$ cat src/rtl/uart_rx_frame.sv
// Oversampled UART receiver: recovers bit timing from the start edge, majority-votes
// three mid-bit samples and reports completed bytes, parity errors and framing errors.
module uart_rx_frame #(
  parameter int WIDTH    = 8,
  parameter int PRESCALE = 8
) (
  input  logic             CLK,
  input  logic             RST,
  input  logic             RX_IN,
  input  logic             PAR_EN,
  input  logic             PAR_TYP,
  output logic [WIDTH-1:0] P_DATA,
  output logic             data_valid,
  output logic             par_err,
  output logic             stp_err,
  output logic             busy
);

  localparam int H  = PRESCALE / 2;
  localparam int EW = $clog2(PRESCALE);
  localparam int BW = (WIDTH > 1) ? $clog2(WIDTH) : 1;

  localparam logic [EW-1:0] EDGE_LAST = EW'(PRESCALE - 1);
  localparam logic [EW-1:0] EDGE_S0   = EW'(H - 1);
  localparam logic [EW-1:0] EDGE_S2   = EW'(H + 1);
  localparam logic [EW-1:0] EDGE_EVAL = EW'(H + 2);
  localparam logic [BW-1:0] BIT_LAST  = BW'(WIDTH - 1);

  typedef enum logic [2:0] {
    S_IDLE   = 3'd0,
    S_START  = 3'd1,
    S_DATA   = 3'd2,
    S_PARITY = 3'd3,
    S_STOP   = 3'd4
  } state_t;

  state_t state, next_state;

  logic             sync_a, rx_s, rx_prev;
  logic [1:0]       fill;
  logic [EW-1:0]    edge_cnt;
  logic [BW-1:0]    bit_cnt;
  logic [2:0]       samp;
  logic [WIDTH-1:0] shift_q;
  logic             par_en_q, par_typ_q, par_bad;

  logic fall, vote, bit_end, eval_pt;
  logic capture, confirm, shift_en, par_chk, stop_eval, busy_next;

  // rx_prev is held at 0 until the synchronizer holds real line samples, so a line
  // that is low coming out of reset is never taken as a start edge.
  always_ff @(posedge CLK) begin
    if (RST) begin
      sync_a  <= 1'b1;
      rx_s    <= 1'b1;
      fill    <= 2'b00;
      rx_prev <= 1'b0;
    end else begin
      sync_a  <= RX_IN;
      rx_s    <= sync_a;
      fill    <= {fill[0], 1'b1};
      rx_prev <= fill[1] ? rx_s : 1'b0;
    end
  end

  assign fall    = rx_prev & ~rx_s;
  assign vote    = (samp[0] & samp[1]) | (samp[0] & samp[2]) | (samp[1] & samp[2]);
  assign bit_end = (edge_cnt == EDGE_LAST);
  assign eval_pt = (edge_cnt == EDGE_EVAL);

  always_ff @(posedge CLK) begin
    if (RST) state <= S_IDLE;
    else     state <= next_state;
  end

  always_comb begin
    next_state = state;
    case (state)
      S_IDLE:   if (fall) next_state = S_START;
      S_START:  if (bit_end) next_state = vote ? S_IDLE : S_DATA;
      S_DATA:   if (bit_end && (bit_cnt == BIT_LAST))
                  next_state = par_en_q ? S_PARITY : S_STOP;
      S_PARITY: if (bit_end) next_state = S_STOP;
      S_STOP:   if (eval_pt) next_state = S_IDLE;
      default:  next_state = S_IDLE;
    endcase
  end

  always_comb begin
    capture   = 1'b0;
    confirm   = 1'b0;
    shift_en  = 1'b0;
    par_chk   = 1'b0;
    stop_eval = 1'b0;
    busy_next = (next_state != S_IDLE);
    if (state != S_IDLE)
      capture = (edge_cnt >= EDGE_S0) && (edge_cnt <= EDGE_S2);
    case (state)
      S_START:  confirm   = bit_end & ~vote;
      S_DATA:   shift_en  = bit_end;
      S_PARITY: par_chk   = bit_end;
      S_STOP:   stop_eval = eval_pt;
      default:  ;
    endcase
  end

  always_ff @(posedge CLK) begin
    if (RST) begin
      edge_cnt   <= '0;
      bit_cnt    <= '0;
      samp       <= 3'b000;
      shift_q    <= '0;
      par_en_q   <= 1'b0;
      par_typ_q  <= 1'b0;
      par_bad    <= 1'b0;
      P_DATA     <= '0;
      data_valid <= 1'b0;
      par_err    <= 1'b0;
      stp_err    <= 1'b0;
      busy       <= 1'b0;
    end else begin
      data_valid <= 1'b0;
      par_err    <= 1'b0;
      stp_err    <= 1'b0;
      busy       <= busy_next;

      // The detecting cycle is edge 0, so the first START cycle already sits at edge 1.
      if (state == S_IDLE)           edge_cnt <= fall ? EW'(1) : '0;
      else if (next_state == S_IDLE) edge_cnt <= '0;
      else if (bit_end)              edge_cnt <= '0;
      else                           edge_cnt <= edge_cnt + 1'b1;

      if (capture) samp <= {samp[1:0], rx_s};

      if (confirm) begin
        par_en_q  <= PAR_EN;
        par_typ_q <= PAR_TYP;
        par_bad   <= 1'b0;
        bit_cnt   <= '0;
      end

      if (shift_en) begin
        shift_q <= {vote, shift_q[WIDTH-1:1]};
        bit_cnt <= (bit_cnt == BIT_LAST) ? '0 : bit_cnt + 1'b1;
      end

      if (par_chk) par_bad <= vote ^ (^shift_q) ^ par_typ_q;

      if (stop_eval) begin
        if (!par_bad && vote) begin
          P_DATA     <= shift_q;
          data_valid <= 1'b1;
        end
        par_err <= par_bad;
        stp_err <= ~vote;
      end
    end
  end

endmodule

$ cat config.mk
export PLATFORM = sky130hd
export DESIGN_NAME = uart_rx_frame
export DESIGN_NICKNAME = d
export VERILOG_FILES = /design/src/rtl/uart_rx_frame.sv
export SDC_FILE = /design/constraint.sdc
export NUM_CORES = 1
export LEC_CHECK = 0
export CAP_MARGIN = 5
export CORE_MARGIN = 2
export CORE_UTILIZATION = 59
export CTS_CLUSTER_DIAMETER = 30
export DETAILED_ROUTE_END_ITERATION = 16
export GPL_TIMING_DRIVEN = 0
export PLACE_DENSITY_LB_ADDON = 0.1
export SLEW_MARGIN = 10
export SYNTH_ARGS = -nofsm -noshare
export SYNTH_HDL_FRONTEND = slang
export SYNTH_SLANG_ARGS = --single-unit
$ cat constraint.sdc
create_clock -name CLK -period 3.2 [get_ports CLK]
set_input_delay 0.64 -clock CLK [delete_from_list [all_inputs] [get_ports CLK]]
set_output_delay 0.64 -clock CLK [all_outputs]
set_load 0.02 [all_outputs]
-- After elaboration in Yosys (flattened, before gate mapping)
Cells that the tools add are included.
- logic and storage cells: 80
- input bits: 5
- output and inout port bits: 12
- register bits: 40
- add/subtract/negate cells: 2
- order comparisons: 2
- bitwise operators: 13
- reduce and logical (&&, ||, !) cells: 14
- eq/ne operators: 7
- mux-type cells: 24
- operators by type and width (kind ; count):
    $mux W3 ; 12
    $pmux W3 S5 ; 1
    $eq A3 B3 Y1 const B ; 4
    $mux W1 ; 10
    $reduce_xor A8 Y1 ; 1
    $add A3 B1 Y3 const B ; 2
    $eq A3 B2 Y1 const B ; 2
    $logic_not A3 Y1 ; 2
    $reduce_bool A3 Y1 ; 2
    $and A1 B1 Y1 ; 5
    $not A1 Y1 ; 4
    $reduce_bool A2 Y1 ; 2
    $reduce_or A2 Y1 ; 2
    $eq A3 B1 Y1 const B ; 1
    $ge A3 B2 Y1 const B ; 1
    $le A3 B3 Y1 const B ; 1
    $logic_and A1 B1 Y1 ; 3
    $mux W2 ; 1
    $or A1 B1 Y1 ; 2
    $reduce_and A2 Y1 ; 1
    $xor A1 B1 Y1 ; 2
    $logic_not A1 Y1 ; 1

-- Logic depth before layout (Yosys ltp)
Gate-level depths: netlist (run 1).
- depth after elaboration: 9
- mapped depth: 7
- mapped depth without buffers: 6

-- Worst setup path after synthesis (run 1)
Ideal clock, no wire load.
- path kind: register -> register
- start: register edge_cnt[0]
- end: register edge_cnt[0]
- period minus slack after synthesis: 1670 ps
- data arrival time: 1536 ps
- library setup time: 134 ps
- data required time: 3066 ps
- slack: 1530 ps
- path buffers: 0
- cell stages (with the launch flop): 7
- cells stage by stage: dfxtp_1 ha_1 ha_1 or2b_1 a21oi_2 a2111oi_2 o21ai_1
- word-level cells in the longest chain between the ends: 7
- elaborated cells between the ends (all ways): 13
- classes of those cells: add/sub (1); eq/ne (2); mux (8); reduce/logical (2)
- ends and longest elaborated chain (what ; line ; RTL):
    start, declared ; 41 ; logic [EW-1:0] edge_cnt;
    start signal, assigned ; 128 ; if (state == S_IDLE) edge_cnt <= fall ? EW'(1) : '0;
    start signal, assigned ; 131 ; else edge_cnt <= edge_cnt + 1'b1;
    $eq A3 B3 Y1 ; 68 ; assign bit_end = (edge_cnt == EDGE_LAST);
    $logic_and A1 B1 Y1 ; 81 ; S_DATA: if (bit_end && (bit_cnt == BIT_LAST))
    $mux W3 ; 81 ;
    $pmux W3 S5 ; 78 ; case (state)
    $logic_not A3 Y1 ; 129 ; else if (next_state == S_IDLE) edge_cnt <= '0;
    $mux W3 (*) ; 129 ;
    $mux W3 (*) ; 128 ;
Mark *: on every way between the ends. The rest lies on a longest branch, timed or not.
A chain may end at the register's enable or synchronous reset.

-- Final worst setup path (run 1)
Same ends and word-level chain as after synthesis.

==> results_dict.tcl, run 1 <==
set metrics [dict create \
    overflow 0 \
    cap_violations 0 \
    cp_max_fo 8 \
    layout-drive-gt1-share_pct 9.76 \
    cts_sinks 40 \
    ys_ff_latch 40 \
    antenna_cells 0 \
    worst_pin_slew_ps 563 \
    nFillCells 210 \
    dp_slack_ps 1100 \
    rsz0062_at_grt "false" \
    mostFrequentLayoutCells "dfxtp_1 (40), nand2_1 (26), nor2_1 (18), a21oi_1 (16), clkdlybuf4s50_1 (16)" \
    leakage_nw 0.807 \
    hold_viol 0 \
    fin_tns_setup_ps 0 \
    fmax_ghz 0.482 \
    grt_pass1_wl_mm 5.51 \
    fin_crit_sh_pct 64.8 \
    synth-edff-count 0 \
    max-slew-margin-rel_pct 62.4 \
    top_usage_layer "met2" \
    cp.arrival_ps 2290 \
    path_class "reg -> reg" \
    grtUsageMet1_pct 27.1 \
    fin_skew_ps 12.1 \
    syn_nets 193 \
    cp-end-kind "register" \
    outcome "complete, no violations" \
    slew_viol_final 0 \
    postSynthAreaPerCell_um2 9.49 \
    synth_top_area_share_pct 46.6 \
    port_buffers 16 \
    grt_max_degree 13 \
    power_density_nw_per_um2 422 \
    die_h_um 58.0 \
    netlist_instances 181 \
    track_usage_pct 21.4 \
    core-area_um2 2760 \
    place.gp.congestion 0.859 \
    io_pins 17 \
    ant_nets 0 \
    wl_per_cell_um 13.2 \
    p_int_mw 0.675 \
    synth_area_um2 1720 \
    root_buffer "clkbuf_4" \
    final_nets 216 \
    wl_mm 3.12 \
    syn_to_final_growth_pct 16.0 \
    multi_input_area_um2 837 \
    cts_buffers 5 \
    drc_errors 0 \
    cts.repair.resized 0 \
    layout.cells.most_common "dfxtp_1" \
    met3_usage_pct 6.25 \
    grt_pass1_vias 1249 \
    hpwlAfterDp_mm 2.26 \
    placement.cell_area_um2 1920 \
    synth_cell_type_count 42 \
    yosysTopAreaCell "dfxtp_1" \
    cts_tree "yes" \
    swShare_pct 19.8 \
    p_clk_share_pct 37.8 \
    async_flop_share_pct 0 \
    finalCriticalPeriod_ps 2070 \
    ir_worst_vdd_mv 0.397 \
    die-area_um2 3360 \
    fp.dieW_um 58.0 \
    required_ps 3420 \
    clk_pin_slew_ps 110 \
    power_frac_seq_pct 59.7 \
    viasPerCell 5.58 \
    initial_core_util_pct 62.3 \
    dp.cells 228 \
    ys_warn_count 0 \
    comb_power_share_pct 2.5 \
    seq_area_frac_synth_pct 46.6 \
    hold_buffers 0 \
    fin_area_um2 1990 \
    start_kind "register" \
    gr-usage-met2_pct 34.1 \
    cts_setup_buffers 0 \
    num_vias 1317 \
    drtIter0Drc 52 \
    regArea_um2 801 \
    antenna_found_initial 0 \
    hp-class "reg -> reg" \
    cts_buffer_depth 2 \
    setup_ws_ps 1130 \
    clk_latency_ps 340 \
    ys.flop_type "dfxtp_1" \
    dr.pass1.iters 5 \
    setup_viol 0 \
    rows 19 \
    p_switching_mw 0.166 \
    htree_levels 2 \
    synth.area.top_cells "dfxtp_1 (47%), mux2i_1 (6.4%), nand2_1 (5.7%)" \
    finalNonFillerCells 236 \
]
==> per-stage QoR <==
stage	hold slack (ps)	util [%]	power [mW]
finish	423	72.3	0.841
global route	457	72.3	0.872
CTS	426	72.3	0.852
detailed placement	398	69.5	0.535
global placement	391	69.5	0.534
floorplan	389	-	0.525
==> final timing paths <==
path / startpoint / endpoint / slack (ps) / cells after the start
min: sync_a / rx_s / 420 / 1
min reg2reg: sync_a / rx_s / 420 / 1
max: edge_cnt[0] / edge_cnt[0] / 1130 / 5
max reg2reg: edge_cnt[0] / edge_cnt[0] / 1130 / 5
==> power by group through the flow <==
stage / logic, mW / clock network, mW / registers [mW]
after detailed placement: 0.0212 / 0 / 0.514
final: 0.0211 / 0.318 / 0.502
after floorplan: 0.0118 / 0 / 0.513
after CTS: 0.0212 / 0.328 / 0.502
after global placement: 0.0206 / 0 / 0.514
after global routing: 0.0235 / 0.346 / 0.503
==> cell families (layout without fill, tap and decap cells) <==
kind of cell	Yosys count	after routing	share of synthesized area, %
compound gates	28	28	10.3
xor+xnor	8	8	4.88
fa+ha+maj	8	8	5.75
buf+inv	12	36	4.66
flops	40	40	46.6
mux	11	11	6.41
simple gates	74	74	21.3
==> cell type report <==
type                            instances  area share (%)
Inverter                                5           0.942
Buffer                                  7            3.08
Sequential cell                        40            40.2
Clock buffer                            6            2.07
Clock inverter                          2            1.76
Multi-Input combinational cell        129            42.0
Tap cell                               31            1.95
Timing Repair Buffer                   16            8.04
==> flip-flops by register name (all words and copies together) (netlist names) <==
| register | count |
|---|---|
| par_en_q | 1 |
| sync_a | 1 |
| stp_err | 1 |
| par_bad | 1 |
| par_typ_q | 1 |
| rx_s | 1 |
| data_valid | 1 |
| samp | 3 |
| busy | 1 |
| edge_cnt | 3 |
| par_err | 1 |
| fill | 2 |
| shift_q | 8 |
| rx_prev | 1 |
| P_DATA | 8 |
| state | 3 |
| bit_cnt | 3 |
==> synthesized netlist by cell type (all sizes together) (2+ instances only) <==
cell / number
a211oi: 2
xnor2: 4
o21ai: 3
buf: 5
xor2: 3
nand2: 26
dfxtp: 40
mux2i: 11
or3: 5
nor2b: 2
ha: 7
inv: 5
dlygate4sd1: 2
nand3: 4
a21oi: 17
nor2: 18
or2: 3
nand3b: 2
nor3: 5
==> worst max-delay path: stages (launching register included) <==
cell	delay, ps
dfxtp_1	440
ha_1	220
ha_1	310
o21ai_0	210
a2111oi_2	630
o21ai_1	140
==> metal layers <==
layer	vias to the layer above	part of all wire [%]
met5	-	0
met4	0	2.2
met3	7	4.3
met2	32	46
met1	612	47
li1	666	-
Note: power is estimated with default switching activity, not from simulation.
==> run 2, diff against run 1 <==
- CORE_UTILIZATION: 59 -> 55
- clock period: 3.2 -> 2.09 ns (I/O delays scaled with it)
==> results_dict.tcl, run 2 (synthesis gave the netlist of run 1 again) <==
set metrics [dict create \
    worst_path_max_delay_cell "dfxtp_1" \
    ant_nets 0 \
    nFillCells 259 \
    rsz0062_at_grt "false" \
    die_h_um 59.9 \
    htree_levels 2 \
    final_nets 216 \
    worst_pin_slew_ps 556 \
    io_pins 17 \
    path_class "reg -> reg" \
    track_usage_pct 21.3 \
    cts_buffer_depth 2 \
    cts_tree "yes" \
    power.total_mw 1.21 \
    viasPerCell 5.41 \
    cap_violations 0 \
    power_frac_seq_pct 63.7 \
    num_vias 1287 \
    fin_skew_ps 18.1 \
    core-area_um2 3000 \
    reg_top3 "P_DATA: 8 flops, shift_q: 8 flops" \
    path_buf_inv 0 \
    p_clk_share_pct 33.5 \
    regArea_um2 801 \
    ir_worst_vdd_mv 0.413 \
    port_buffers 16 \
    p_switching_mw 0.260 \
    multi_input_area_um2 852 \
    setup_viol 0 \
    swShare_pct 21.5 \
    rows 20 \
    hp-class "reg -> reg" \
    crit_family "simple AND/OR/NAND/NOR gates" \
    die-area_um2 3590 \
    dr.pass1.iters 4 \
    p_int_mw 0.947 \
    slew_viol_final 0 \
    syn_to_final_growth_pct 16.2 \
    layout.cells.most_common "dfxtp_1" \
    initial_core_util_pct 57.2 \
    hold_ws_ps 421 \
    root_buffer "clkbuf_4" \
    place.gp.congestion 0.842 \
    drc_errors 0 \
    hpwlAfterDp_mm 2.42 \
    clk_pin_slew_ps 120 \
    wl_mm 3.27 \
    layout-drive-gt1-share_pct 10.2 \
    clk_latency_ps 350 \
    outcome "complete, no violations" \
    wl_per_cell_um 13.8 \
    cts_sinks 40 \
    cts_buffers 5 \
    final_util_pct 66.5 \
    path_cells "ha_1, ha_2, nand3b_1, or2_1, or3_1, a21oi_1" \
    antenna_cells 0 \
    finalCriticalPeriod_ps 1850 \
    start_kind "register" \
    comb_power_share_pct 2.8 \
    cts_setup_buffers 0 \
    fin_tns_setup_ps 0 \
    antenna_found_initial 0 \
    cp_max_fo 8 \
    grt_pass1_vias 1213 \
    overflow 0 \
    cp-end-kind "register" \
    drtIter0Drc 41 \
    grt_pass1_wl_mm 5.51 \
    mostFrequentLayoutCells "dfxtp_1 (40), nand2_1 (26), nor2_1 (18), a21oi_1 (16), clkdlybuf4s50_1 (16)" \
    max_stage_delay_ps 450 \
    fp.dieW_um 59.9 \
    hold_viol 0 \
    power_density_nw_per_um2 605 \
    leakage_nw 0.797 \
    grt_max_degree 13 \
    required_ps 2360 \
    fin_crit_sh_pct 88.5 \
    max-slew-margin-rel_pct 62.6 \
    cp.arrival_ps 2120 \
    fmax_ghz 0.541 \
]
## run 2: changes by cell type in the layout (fill, tap and decap cells not counted)
| cell | delta |
|---|---|
| a2111oi_2 | -1 |
| bufinv_16 | -1 |
| clkbuf_8 | +1 |
| ha_2 | +1 |
| a2111oi_4 | +1 |
| clkinvlp_4 | +1 |
| clkinv_2 | -1 |
| ha_1 | -1 |
## run 2: routing by layer
layer	GRT usage, %	vias to the layer above	wire (um)
met5	0	-	0
met4	6.67	0	34
met3	7.14	4	148
met2	35.4	23	1590
met1	25.9	595	1500
li1	-	665	-
## run 2: worst reg2reg max path: stages (launching register included)
cell and delay [ps]:
dfxtp_1 450, ha_1 220, ha_2 260, nand3b_1 140
or2_1 270, or3_1 310, a21oi_1 120
## run 2: what timing repair did
item | in CTS | in global routing
hold buffers | 0 | 0
gates resized for setup | 0 | 2
setup endpoints to repair | 0 | 5
## run 2: stage by stage
stage	setup WS (ps)	cell area (um^2)	std cells
6_report	240	2000	238
5_1_grt	71.4	2000	238
4_1_cts	26.1	1980	238
3_5_place_dp	43.0	1920	230
3_3_place_gp	170	1920	230
2_1_floorplan	420	1720	181
## run 2: worst paths after layout
| path | end | cells past startpoint | start | slack [ps] |
|---|---|---|---|---|
| worst max-delay path | bit_cnt[0] | 6 | edge_cnt[0] | 240 |
| worst min-delay path | rx_s | 1 | sync_a | 420 |
| worst max register to register | bit_cnt[0] | 6 | edge_cnt[0] | 240 |
| worst min register to register | rx_s | 1 | sync_a | 420 |
## run 2: area by class of cell
type | count | share of cell area (%)
multi-input combinational | 129 | 42.7
sequential | 40 | 40.1
timing repair buffer | 16 | 8.02
buffer | 7 | 3.07
clock buffer | 7 | 2.76
tap | 33 | 2.07
inverter | 5 | 0.940
clock inverter | 1 | 0.376
## run 2: power by group through the flow
stage	Combinational, mW	Clock (mW)	Sequential [mW]
floorplan	0.0180	0	0.786
global placement	0.0319	0	0.786
detailed placement	0.0327	0	0.787
CTS	0.0330	0.417	0.770
global route	0.0368	0.450	0.770
finish	0.0334	0.405	0.769
==> run 3, diff against run 2 <==
- CORE_UTILIZATION: 55 -> 61
- DONT_BUFFER_PORTS: unset -> 1
- HOLD_SLACK_MARGIN: unset -> 0.03
==> results_dict.tcl, run 3 (synthesis gave the netlist of run 1 again) <==
set metrics [dict create \
    outcome "complete, no violations" \
    cts_buffer_depth 2 \
    grt_max_degree 13 \
    htree_levels 2 \
    hp-class "in -> reg" \
    layout.cells.most_common "dfxtp_1" \
    cts_tree "yes" \
    max-slew-margin-rel_pct 59.6 \
    port_buffers 0 \
    initial_core_util_pct 63.4 \
    fmax_ghz 0.542 \
    required_ps 2370 \
    die-area_um2 3260 \
    rows 19 \
    power_density_nw_per_um2 654 \
    cp.arrival_ps 2130 \
    final_nets 200 \
    nFillCells 224 \
    overflow 0 \
    cts.repair.resized 0 \
    grt_pass1_wl_mm 5.17 \
    slew_viol_final 0 \
    power_frac_seq_pct 64.2 \
    wl_per_cell_um 13.8 \
    cts_buffers 5 \
    dp_slack_ps 79.5 \
    layout-drive-gt1-share_pct 11.6 \
    core-area_um2 2710 \
    place.gp.congestion 0.865 \
    finalNonFillerCells 220 \
    num_vias 1249 \
    dr.pass1.iters 4 \
    mostFrequentLayoutCells "dfxtp_1 (40), nand2_1 (26), nor2_1 (18), a21oi_1 (16), mux2i_1 (11)" \
    root_buffer "clkbuf_4" \
    cts_sinks 40 \
    p_int_mw 0.936 \
    worst_path_max_delay_cell "dfxtp_1" \
    path_buf_inv 0 \
    placement.cell_area_um2 1760 \
    fin_crit_sh_pct 88.4 \
    io_pins 17 \
    track_usage_pct 20.7 \
    path_class "reg -> reg" \
    setup_ws_ps 243 \
    grt_pass1_vias 1155 \
    wl_mm 3.05 \
    drtIter0Drc 45 \
    leakage_nw 0.747 \
    rsz0062_at_grt "false" \
    cp_max_fo 8 \
    antenna_found_initial 0 \
    fin_tns_setup_ps 0 \
    setup_viol 0 \
    p_clk_share_pct 33.9 \
    clk_pin_slew_ps 110 \
    syn_to_final_growth_pct 6.70 \
    ir_worst_vdd_mv 0.540 \
    fin_skew_ps 3.31 \
    viasPerCell 5.68 \
    worst_pin_slew_ps 605 \
    die_h_um 57.1 \
    drc_errors 0 \
    cp-end-kind "register" \
    hpwlAfterDp_mm 2.25 \
    cap_violations 0 \
    reg_top3 "P_DATA: 8 flops, shift_q: 8 flops" \
    ant_nets 0 \
    max_stage_delay_ps 440 \
    fin_area_um2 1830 \
    p_switching_mw 0.263 \
    clk_latency_ps 350 \
    fp.dieW_um 57.1 \
    swShare_pct 22.0 \
    antenna_cells 0 \
    comb_power_share_pct 2.0 \
    hold_viol 0 \
    cts_setup_buffers 0 \
    hold_buffers 0 \
    path_cells "ha_1, ha_2, nand3b_1, or2_1, or3_1, a21oi_1" \
    finalCriticalPeriod_ps 1850 \
    dp.cells 212 \
    crit_family "simple AND/OR/NAND/NOR gates" \
    start_kind "register" \
]
==> run 3: cell types whose count changed in the layout (fill, tap and decap cells not counted) <==
cell / delta
clkdlybuf4s50_1: -16
clkbuf_1: -1
clkinv_2: +2
clkinvlp_4: -1
==> run 3: routing by layer <==
| metal | GRT usage (%) | vias to the layer above | wire, um |
|---|---|---|---|
| met2 | 33.0 | 27 | 1400 |
| met3 | 6.58 | 5 | 162 |
| met5 | 0 | - | 0 |
| met1 | 26.0 | 586 | 1430 |
| li1 | - | 631 | - |
| met4 | 8.97 | 0 | 53 |
==> run 3: power by group through the flow <==
stage                     combinational (mW)  clock [mW]  sequential (mW)
after CTS                             0.0232       0.413            0.769
final                                 0.0235       0.406            0.769
after detailed placement              0.0231           0            0.787
after global routing                  0.0260       0.441            0.770
after floorplan                       0.0180           0            0.786
after global placement                0.0227           0            0.787
==> run 3: final timing paths <==
kind / startpoint / end / slack, ps / cells past startpoint
worst min-delay path: RX_IN / sync_a / 160 / 1
worst max register to register: edge_cnt[0] / bit_cnt[0] / 240 / 6
worst min register to register: sync_a / rx_s / 420 / 1
worst max-delay path: edge_cnt[0] / bit_cnt[0] / 240 / 6
==> run 3: layout make-up <==
cell class / count / area, um^2 / share of cell area (%)
Tap cell: 31 / 38.8 / 2.12
Buffer: 7 / 61.3 / 3.34
Multi-Input combinational cell: 129 / 852 / 46.5
Inverter: 5 / 18.8 / 1.02
Clock buffer: 6 / 51.3 / 2.80
Sequential cell: 40 / 801 / 43.7
Clock inverter: 2 / 10.0 / 0.546
==> run 3: through the flow <==
| step | total power, mW | hold WS (ps) | util [%] |
|---|---|---|---|
| after global placement | 0.809 | 392 | 64.8 |
| after detailed placement | 0.810 | 399 | 64.8 |
| final | 1.20 | 163 | 67.6 |
| after CTS | 1.21 | 155 | 67.1 |
| after global routing | 1.24 | 145 | 67.6 |
| after floorplan | 0.804 | 389 | - |
